## config.mk

```make
export PLATFORM = sky130hd
export DESIGN_NAME = wait_event_multi
export DESIGN_NICKNAME = d
export VERILOG_FILES = /design/src/rtl/wait_event_multi.sv
export SDC_FILE = /design/constraint.sdc
export NUM_CORES = 1
export LEC_CHECK = 0
export ABC_AREA = 1
export CAP_MARGIN = 20
export CORE_ASPECT_RATIO = 1.4
export CORE_MARGIN = 1
export CORE_UTILIZATION = 35
export CTS_CLUSTER_DIAMETER = 150
export DETAILED_ROUTE_END_ITERATION = 8
export PLACE_DENSITY_LB_ADDON = 0.05
export RECOVER_POWER = 25
export REMOVE_ABC_BUFFERS = 1
export SLEW_MARGIN = 20
export SYNTH_ARGS = -nofsm -noshare
export SYNTH_HDL_FRONTEND = slang
export SYNTH_SLANG_ARGS = --single-unit
```

## constraint.sdc

```tcl
create_clock -name clk -period 5.75 [get_ports clk]
set_input_delay 0.575 -clock clk [delete_from_list [all_inputs] [get_ports clk]]
set_output_delay 0.575 -clock clk [all_outputs]
set_load 0.1 [all_outputs]
```

## src/rtl/wait_event_multi.sv

```systemverilog
// wait_event_multi: waits on one selected channel for rise/fall/eq/neq, then pulses done.
// Optional cycle timeout is built only when WAIT_EVENT_MULTI_TIMEOUT_EN is defined.
module wait_event_multi #(
    parameter int WAIT_SIZE  = 8,
    parameter int WAIT_WIDTH = 8,
    parameter int COUNT_W    = 8,
    parameter int TIMEOUT_W  = 16,
    parameter int SEL_W      = (WAIT_SIZE > 1) ? $clog2(WAIT_SIZE) : 1
) (
    input  logic                  clk,
    input  logic                  rst_n,
    input  logic [WAIT_WIDTH-1:0] i_wait [WAIT_SIZE],
    input  logic                  i_start,
    input  logic                  i_abort,
    input  logic [SEL_W-1:0]      i_sel,
    input  logic [1:0]            i_mode,
    input  logic [WAIT_WIDTH-1:0] i_value,
    input  logic [COUNT_W-1:0]    i_count,
    input  logic [TIMEOUT_W-1:0]  i_timeout,
    output logic                  o_busy,
    output logic                  o_done,
    output logic                  o_timeout,
    output logic                  o_sel_err
);

    localparam logic [1:0] S_IDLE = 2'd0;
    localparam logic [1:0] S_WAIT = 2'd1;
    localparam logic [1:0] S_DONE = 2'd2;

    localparam logic [1:0] M_RISE = 2'd0;
    localparam logic [1:0] M_FALL = 2'd1;
    localparam logic [1:0] M_EQ   = 2'd2;
    localparam logic [1:0] M_NEQ  = 2'd3;

    logic [1:0]            state_q, state_d;
    logic [SEL_W-1:0]      sel_q, sel_d;
    logic [1:0]            mode_q, mode_d;
    logic [WAIT_WIDTH-1:0] value_q, value_d;
    logic [COUNT_W-1:0]    count_q, count_d;
    logic [COUNT_W-1:0]    edge_cnt_q, edge_cnt_d;
    logic [WAIT_SIZE-1:0]  prev_q, prev_d;
    logic                  busy_q, busy_d;
    logic                  done_q, done_d;
    logic                  tmo_q, tmo_d;
    logic                  sel_err_q, sel_err_d;

    logic [WAIT_WIDTH-1:0] cur;
    logic                  cur_prev;
    logic                  rise;
    logic                  fall;
    logic                  edge_hit;
    logic                  level_hit;
    logic                  evt_done;
    logic                  tmo_hit;
    logic [COUNT_W-1:0]    edge_cnt_inc;

    always_comb begin
        prev_d = '0;
        for (int k = 0; k < WAIT_SIZE; k++) begin
            prev_d[k] = i_wait[k][0];
        end
    end

    always_comb begin
        cur      = '0;
        cur_prev = 1'b0;
        for (int k = 0; k < WAIT_SIZE; k++) begin
            if (int'(sel_q) == k) begin
                cur      = i_wait[k];
                cur_prev = prev_q[k];
            end
        end
    end

    assign rise = ~cur_prev & cur[0];
    assign fall = cur_prev & ~cur[0];

    always_comb begin
        edge_hit  = 1'b0;
        level_hit = 1'b0;
        case (mode_q)
            M_RISE:  edge_hit  = rise;
            M_FALL:  edge_hit  = fall;
            M_EQ:    level_hit = (cur == value_q);
            M_NEQ:   level_hit = (cur != value_q);
            default: level_hit = 1'b0;
        endcase
    end

    assign edge_cnt_inc = (edge_cnt_q == '1) ? edge_cnt_q
                                             : edge_cnt_q + COUNT_W'(1);
    assign evt_done = level_hit | (edge_hit & (edge_cnt_inc >= count_q));

`ifdef WAIT_EVENT_MULTI_TIMEOUT_EN
    logic [TIMEOUT_W-1:0] tlim_q, tlim_d;
    logic [TIMEOUT_W-1:0] cyc_q, cyc_d;
    logic [TIMEOUT_W-1:0] cyc_inc;

    assign cyc_inc = (cyc_q == '1) ? cyc_q : cyc_q + TIMEOUT_W'(1);
    assign tmo_hit = (tlim_q != '0) && (cyc_inc == tlim_q);
`else
    logic unused_timeout;

    assign unused_timeout = ^i_timeout;
    assign tmo_hit        = 1'b0;
`endif

    always_comb begin
        state_d    = state_q;
        sel_d      = sel_q;
        mode_d     = mode_q;
        value_d    = value_q;
        count_d    = count_q;
        edge_cnt_d = edge_cnt_q;
        done_d     = 1'b0;
        tmo_d      = 1'b0;
        sel_err_d  = 1'b0;
`ifdef WAIT_EVENT_MULTI_TIMEOUT_EN
        tlim_d     = tlim_q;
        cyc_d      = cyc_q;
`endif
        case (state_q)
            S_IDLE: begin
                if (i_start) begin
                    sel_d   = i_sel;
                    mode_d  = i_mode;
                    value_d = i_value;
                    count_d = (i_count == '0) ? COUNT_W'(1) : i_count;
`ifdef WAIT_EVENT_MULTI_TIMEOUT_EN
                    tlim_d  = i_timeout;
                    cyc_d   = '0;
`endif
                    edge_cnt_d = '0;
                    if (int'(i_sel) >= WAIT_SIZE) begin
                        state_d   = S_DONE;
                        done_d    = 1'b1;
                        sel_err_d = 1'b1;
                    end else begin
                        state_d = S_WAIT;
                    end
                end
            end
            S_WAIT: begin
                if (i_abort) begin
                    state_d = S_IDLE;
                end else begin
                    if (edge_hit) begin
                        edge_cnt_d = edge_cnt_inc;
                    end
`ifdef WAIT_EVENT_MULTI_TIMEOUT_EN
                    cyc_d = cyc_inc;
`endif
                    // a real event beats a timeout landing on the same cycle
                    if (evt_done) begin
                        state_d = S_DONE;
                        done_d  = 1'b1;
                    end else if (tmo_hit) begin
                        state_d = S_DONE;
                        done_d  = 1'b1;
                        tmo_d   = 1'b1;
                    end
                end
            end
            S_DONE:  state_d = S_IDLE;
            default: state_d = S_IDLE;
        endcase
        busy_d = (state_d == S_WAIT);
    end

    always_ff @(posedge clk or negedge rst_n) begin
        if (!rst_n) begin
            state_q    <= S_IDLE;
            sel_q      <= '0;
            mode_q     <= '0;
            value_q    <= '0;
            count_q    <= '0;
            edge_cnt_q <= '0;
            prev_q     <= '0;
            busy_q     <= 1'b0;
            done_q     <= 1'b0;
            tmo_q      <= 1'b0;
            sel_err_q  <= 1'b0;
        end else begin
            state_q    <= state_d;
            sel_q      <= sel_d;
            mode_q     <= mode_d;
            value_q    <= value_d;
            count_q    <= count_d;
            edge_cnt_q <= edge_cnt_d;
            prev_q     <= prev_d;
            busy_q     <= busy_d;
            done_q     <= done_d;
            tmo_q      <= tmo_d;
            sel_err_q  <= sel_err_d;
        end
    end

`ifdef WAIT_EVENT_MULTI_TIMEOUT_EN
    always_ff @(posedge clk or negedge rst_n) begin
        if (!rst_n) begin
            tlim_q <= '0;
            cyc_q  <= '0;
        end else begin
            tlim_q <= tlim_d;
            cyc_q  <= cyc_d;
        end
    end
`endif

    assign o_busy    = busy_q;
    assign o_done    = done_q;
    assign o_timeout = tmo_q;
    assign o_sel_err = sel_err_q;

endmodule

```

Yosys cells after proc, flatten, opt, wreduce, memory -nomap -nowiden --
Index checks and enable logic that the tools add are counted.
Cells by class: $add $sub $neg 1, multipliers 0, divide/modulo/power cells 0, $lt $le $gt $ge 1, equality and inequality tests 18, shifts and indexed selects 0, mux-type cells 31, bitwise operators 6, reduce and logical (&&, ||, !) cells 7
Operator list (number):
- $mux W8 | 13
- $pmux W8 S2 | 1
- $eq A3 B3 Y1 const B | 4
- $mux W1 | 11
- $add A8 B1 Y8 const B | 1
- $eq A8 B8 Y1 | 1
- $eq A8 B8 Y1 const B | 1
- $ge A8 B8 Y1 | 1
- $logic_not A8 Y1 | 1
- $ne A8 B8 Y1 | 1
- $eq A2 B1 Y1 const B | 3
- $eq A3 B2 Y1 const B | 2
- $mux W2 | 3
- $ne A2 B2 Y1 const B | 3
- $eq A2 B2 Y1 const B | 2
- $logic_not A2 Y1 | 2
- $pmux W1 S2 | 2
- $pmux W2 S2 | 1
- $reduce_and A4 Y1 | 1
- $and A1 B1 Y1 | 3
- $eq A3 B1 Y1 const B | 1
- $logic_not A3 Y1 | 1
- $not A1 Y1 | 2
- $reduce_and A2 Y1 | 1
- other kinds (2) | 2
Word-level totals: register bits after elaboration 41, bits in latches 0, RAM bits 0, bits in read-only memories 0, input port bits 105, memories 0

Longest topological paths before layout --
Gate-level depths: netlist of run 1.
word-level depth 18, mapped depth 18, gate-level depth less buffers 18

Worst setup path before layout of run 1 --
OpenSTA, ideal clock, no wires.
path type flip-flop to flip-flop, start register edge_cnt_q[0], end register done_q, in the netlist o_done, library setup time 114 ps, data arrival time 2275 ps, data required time 5636 ps, slack 3361 ps, cell stages (with the launch flop) 15, cell sequence dfrtp_1 -> ha_1 -> nand2_1 -> nor3_1 -> nand3_1 -> o21ai_0 -> ha_1 -> a21oi_1 -> o21ai_0 -> nand2_1 -> o2111ai_1 -> nand2_1 -> nand3_1 -> nand2_1 -> inv_1
Between the ends: longest elaborated chain between the ends 8
RTL lines:
- from (decl) | line 40 | logic [COUNT_W-1:0] edge_cnt_q, edge_cnt_d;
- from (signal assigned) | line 189 | edge_cnt_q <= edge_cnt_d;
- $add A8 B1 Y8 / $eq A8 B8 Y1 (equally long branches) | line 91, 90
- $mux W8 (*) | line 90 | assign edge_cnt_inc = (edge_cnt_q == '1) ? edge_cnt_q
- $ge A8 B8 Y1 (*) | line 92 | assign evt_done = level_hit | (edge_hit & (edge_cnt_inc >= count_q));
- $and A1 B1 Y1 (*) | line 92
- $or A1 B1 Y1 (*) | line 92
- $mux W1 (*) | line 154 | if (evt_done) begin
- $mux W1 (*) | line 144 | if (i_abort) begin
- $mux W1 (*) | line 122 | case (state_q)
- via done_d | line 43 | logic done_q, done_d;
- to (signal assigned) | line 192 | done_q <= done_d;
- to (decl) | line 43
The timed path passes the listed nets; every way through them passes the cells marked *. A chain may end at the register's enable or synchronous reset.

Final worst setup path of run 1 --
start register edge_cnt_q[1], end register done_q, in the netlist o_done
The elaborated chain is that of the path after synthesis.

==> impl_metrics.ini, run 1 <==
[timing]
relSlewSlack_pct = 17.9
fin_worst_skew_ns = 0.00731
hold_viol_final = 0
worstMarginPinSlew_ns = 1.23
period_share_pct = 49.7
fin_setup_tns_ns = 0
final-max-slew-violation-count = 0
finalSetupViolCount = 0
rsz0062_at_grt = false
worst_slack_ns = 2.89
min_period_ns = 2.86
fmax_mhz = 350

[status]
status = completed

[floorplanning]
die-height_um = 107
die-area_sq_um = 8220
chipWidth_um = 76.9
io-pin-count = 109
initial_utilization_pct = 36.7
rows = 37
placeableCoreArea_sq_um = 7500

[yosys]
synth-seq-cells = 41
seq_area_frac_synth_pct = 37.3
synth_flop_cell = dfrtp_1
synth_warnings = 0
synth.distinct_cells = 30
synth_edf_count = 0
syn-cell-area_sq_um = 2750
async_flop_share_pct = 100
synth_area_per_cell_sq_um = 6.86
synthCells = 401

[critical_path]
cp_slowest_cell = dfrtp_1
cp.required_ns = 5.94
cp.buffers_inverters = 1
cp_cell_sequence = ha_1, nand2_1, nor3_1, nand3_1, o21ai_0, ha_1, a21oi_1, o21ai_0, nand2_1, o2111ai_1, nand2_1, nand3_1, nand2_1, inv_1
cp-startpoint = edge_cnt_q[1]
reg2reg_slack_ns = 2.89
path_common_cell = nand2_1
max_stage_delay_ns = 0.39
worst_ep_arrival_time_ns = 3.04
reg2reg_depth = 14
path_max_fanout = 8
endpoint_kind = flip-flop
timing.rr.end = o_done
r2r_start = edge_cnt_q[1]
crit_family = simple AND/OR/NAND/NOR gates
start_kind = flip-flop
crit_type = flip-flop to flip-flop

[cts]
cts_num_sinks = 41
post_cts_buffers = 0
cts_tree = built
numCtsBuffers = 5
h-tree-depth = 2
clock-root-buffer = clkbuf_8
insertion_delay_ns = 0.29
ctsResizeCount = 0
cts.clk_slew.worst_paths_ns = 0.08
cts_buffer_depth = 2
ctsHoldBuffers = 0

[finish]
final_cell_mix = nand2_1 (131), clkdlybuf4s50_1 (88), inv_1 (48)
nNetsFinal = 602
multiInputGateArea_sq_um = 1450
regArea_sq_um = 1030
layout-drive-gt1-share_pct = 4.50
fillCellCount = 780
area.growth.synth_to_final_pct = 38.0
antenna_cells = 0
layout_commonest_cell = nand2_1

[route]
drt_iter0_markers = 137
ant_nets = 0
wl_per_cell_um = 13.4
drc = 0
drt_wl_total_um = 7830
vias_per_cell = 4.85
firstDrtPassIters = 4
dr_total_vias = 2841

[global_route]
first_global_vias = 2787
grt_usage_pct = 20.4
grt_first_pass_wirelength_um = 13200
grt-ovfl-total = 0
grt_max_degree = 42
antenna_found_initial = 0

[pwr]
power.density_nw_per_um2 = 405
peakVddDrop_mv = 0.222
p_leak_uw = 0.00179

[place]
dp_slack_ns = 2.94
io_buffers = 90
gp_congestion = 0.786
dp_hpwl_um = 5890

[hold_path]
hold_class = input pin to asynchronous set/reset pin

[job]
drv_cap = 0
[worst reg2reg max path, delay by kind of cell (launching register included)]
kind	cells	cell delay, ns
simple gates	7	1.10
compound gates	4	0.71
fa+ha+maj	2	0.53
flops	1	0.39
buf+inv	1	0.04
[metrics by stage]
step           cells  utilization [%]  hold slack [ns]  power (uW)  instance area (sq um)
5_1_grt          586             50.6            0.531        1710                   3790
2_1_floorplan    390                -            0.279        1060                   2670
4_1_cts          585             50.6            0.467        1560                   3790
3_5_place_dp     577             49.2            0.485        1340                   3690
6_report         586             50.6            0.486        1540                   3790
3_3_place_gp     577             49.2            0.483        1320                   3690
[Yosys cell counts (3+ instances only)]
master | n | area share, %
a21oi_1 | 11 | 2.0
buf_4 | 5 | 1.4
clkbuf_1 | 4 | 0.55
dfrtp_1 | 41 | 37
ha_1 | 9 | 4.1
inv_1 | 48 | 6.6
inv_2 | 4 | 0.55
nand2_1 | 131 | 18
nand3_1 | 35 | 6.4
nand4_1 | 26 | 5.9
nor2_1 | 24 | 3.3
nor3_1 | 4 | 0.73
o21ai_0 | 23 | 4.2
o21ai_1 | 8 | 1.5
or2_2 | 5 | 1.1
xnor2_1 | 3 | 0.96
xor2_1 | 3 | 0.96
[worst max-delay path by stage]
stage / to / slack, ns / cells after the start
floorplan: o_done / 3.36 / 14
global placement: o_done / 2.95 / 14
detailed placement: o_done / 2.94 / 14
CTS: o_done / 2.91 / 14
global route: o_done / 2.66 / 14
finish: o_done / 2.89 / 14
[kinds of logic (layout without fill, tap and decap cells)]
kind of cell               count (synthesis)  after routing  share of synthesized area [%]
DFF                                       41             41                           37.3
AOI/OAI and AO/OA                         45             45                           8.42
adders and majority gates                  9              9                           4.10
and+or+nand+nor                          234            234                           38.0
xor gates and xnor gates                   6              6                           1.91
other                                      1              2                          0.136
buffers and inverters                     65            152                           10.1
[final cells by class]
class,count,area share (%)
Inverter,53,5.24
Clock inverter,1,0.132
Tap cell,97,3.20
Sequential cell,41,27.0
Timing Repair Buffer,91,23.7
Clock buffer,7,2.54
Multi-Input combinational cell,296,38.2
[routing by layer]
metal / wire, um / vias to the layer above / track usage, % / part of all wire, %
li1: - / 1480 / - / -
met2: 3850 / 79 / 36.8 / 49
met1: 3490 / 1271 / 24.3 / 45
met4: 132 / 0 / 6.46 / 1.7
met3: 360 / 11 / 3.49 / 4.6
met5: 0 / - / 0 / 0
[where the power goes]
part | internal [uW] | leakage (uW) | switching, uW | total [uW]
Sequential | 383 | 0.000513 | 92.6 | 476
Clock | 109 | 0.0000542 | 100 | 209
Combinational | 305 | 0.00123 | 546 | 851
Total | 797 | 0.00179 | 739 | 1540
[state kept, by name, summed over array words and instances, names as in the netlist, 2 cells and up]
register	flops
count_q	8
edge_cnt_q	8
mode_q	2
prev_q	8
sel_q	3
state_q	2
value_q	8
Power figures use the tool's default switching activity.
==> run 2, diff against run 1 <==
Clock period 5.75 ns to 2.6 ns, I/O delays scaled along.
==> impl_metrics.ini, run 2 (same netlist as run 1, synthesis figures left out) <==
[status]
status = completed

[cts]
numCtsBuffers = 5
cts_tree = built
cts_num_sinks = 41
post_cts_buffers = 0
cts_buffer_depth = 2
insertion_delay_ns = 0.29
clock-root-buffer = clkbuf_8
cts.clk_slew.worst_paths_ns = 0.08
h-tree-depth = 2

[timing]
finalSetupViolCount = 0
period_share_pct = 92.8
min_period_ns = 2.41
worstMarginPinSlew_ns = 0.800
worst_slack_ns = 0.186
hold_viol_final = 0
final-max-slew-violation-count = 0
fin_worst_skew_ns = 0.0107
relSlewSlack_pct = 46.7
fmax_mhz = 414

[floorplanning]
die-area_sq_um = 8220
initial_utilization_pct = 36.7
placeableCoreArea_sq_um = 7500
chipWidth_um = 76.9
io-pin-count = 109
die-height_um = 107
rows = 37

[critical_path]
max_stage_delay_ns = 0.36
cp.buffers_inverters = 2
crit_family = simple AND/OR/NAND/NOR gates
path_common_cell = nand2_1
endpoint_kind = flip-flop
cp.required_ns = 2.79
start_kind = flip-flop
worst_ep_arrival_time_ns = 2.60
cp_slowest_cell = dfrtp_1
cp_cell_sequence = ha_2, nand2_1, nor3_2, buf_4, a31oi_2, xor2_2, ha_1, a21oi_1, o21ai_0, nand2_1, o2111ai_1, nand2_1, nand3_1, nand2_1, inv_1
crit_type = flip-flop to flip-flop
path_max_fanout = 3

[pwr]
swShare_pct = 47.7
p_int_uw = 1830
peakVddDrop_mv = 0.479
power.density_nw_per_um2 = 889
p_switching_uw = 1670
fin_total_pwr_uw = 3490
p_clk_share_pct = 13.4
pwr-share-comb_pct = 56.7
p_leak_uw = 0.00187
sequentialPowerShare_pct = 30.0

[finish]
area.growth.synth_to_final_pct = 43.0
regArea_sq_um = 1030
final_cell_mix = nand2_1 (131), clkdlybuf4s50_1 (79), inv_1 (48)
layout-drive-gt1-share_pct = 8.76
layout_commonest_cell = nand2_1
antenna_cells = 0
multiInputGateArea_sq_um = 1490
fillCellCount = 773
fin_util_pct = 52.4
nNetsFinal = 615

[route]
ant_nets = 0
wl_per_cell_um = 13.4
dr_total_vias = 2944
firstDrtPassIters = 4
drt_wl_total_um = 8030
drt_iter0_markers = 90
drc = 0
vias_per_cell = 4.91

[place]
io_buffers = 90
dp_hpwl_um = 6080
gp_congestion = 0.808
dp_slack_ns = 0.103

[hold_path]
hold_class = input pin to asynchronous set/reset pin

[global_route]
grt_max_degree = 42
antenna_found_initial = 0
grt_first_pass_wirelength_um = 13100
grt_usage_pct = 20.2
grt-ovfl-total = 0
first_global_vias = 2843

[job]
drv_cap = 0
## run 2: per-stage QoR
step           cell area, sq um  hold WS, ns  setup TNS, ns  instances
2_1_floorplan              2670      -0.0356              0        390
3_3_place_gp               3770        0.459              0        589
3_5_place_dp               3770        0.477              0        589
4_1_cts                    3880        0.155              0        597
5_1_grt                    3930        0.506        -0.0653        599
6_report                   3930        0.480              0        599
## run 2: cell type report
class | instances | share of cell area, %
inverters | 53 | 5.12
repair buffers | 104 | 25.3
clock inverters | 1 | 0.127
clock buffers | 7 | 2.45
flip-flops and latches | 41 | 26.1
well taps | 97 | 3.09
multi-input cells | 296 | 37.8
## run 2: what timing repair did
item,CTS,global route
resized for setup,0,11
hold endpoints to repair,0,10
setup endpoints to repair,0,4
hold buffers,0,1
## run 2: power groups by stage
stage	Sequential [uW]	Clock [uW]	Combinational (uW)
after floorplan	1090	0	1270
after global placement	1040	0	1960
after detailed placement	1050	0	1990
after CTS	1040	484	2000
after global routing	1080	510	2290
final	1050	467	1980
## run 2: per-layer routing
layer	vias to the layer above	global-route usage, %	part of all wire [%]
met5	-	0	0
met4	0	4.12	0.47
met3	2	3.66	4.8
met2	80	37.7	50
met1	1358	23.9	45
li1	1504	-	-
## run 2: worst paths after layout
check | startpoint | end | slack [ns] | cells past startpoint
min in group clk | i_value[3] | value_q[3] | 0.50 | 3
max in group asynchronous | rst_n | edge_cnt_q[3] | 0.89 | 3
worst max register to register | edge_cnt_q[0] | state_q[1] | 0.19 | 15
worst min register to register | count_q[0] | count_q[0] | 0.50 | 2
worst max-delay path | edge_cnt_q[0] | state_q[1] | 0.19 | 15
worst min-delay path | rst_n | count_q[4] | 0.48 | 2
## run 2: worst register-to-register path, delay by kind of cell (launching register included)
kind                       cells  cell delay (ns)
adders and majority gates      2             0.53
buffers and inverters          2             0.21
and+or+nand+nor                6             0.61
xor gates and xnor gates       1             0.17
DFF                            1             0.36
AOI/OAI and AO/OA              4             0.43
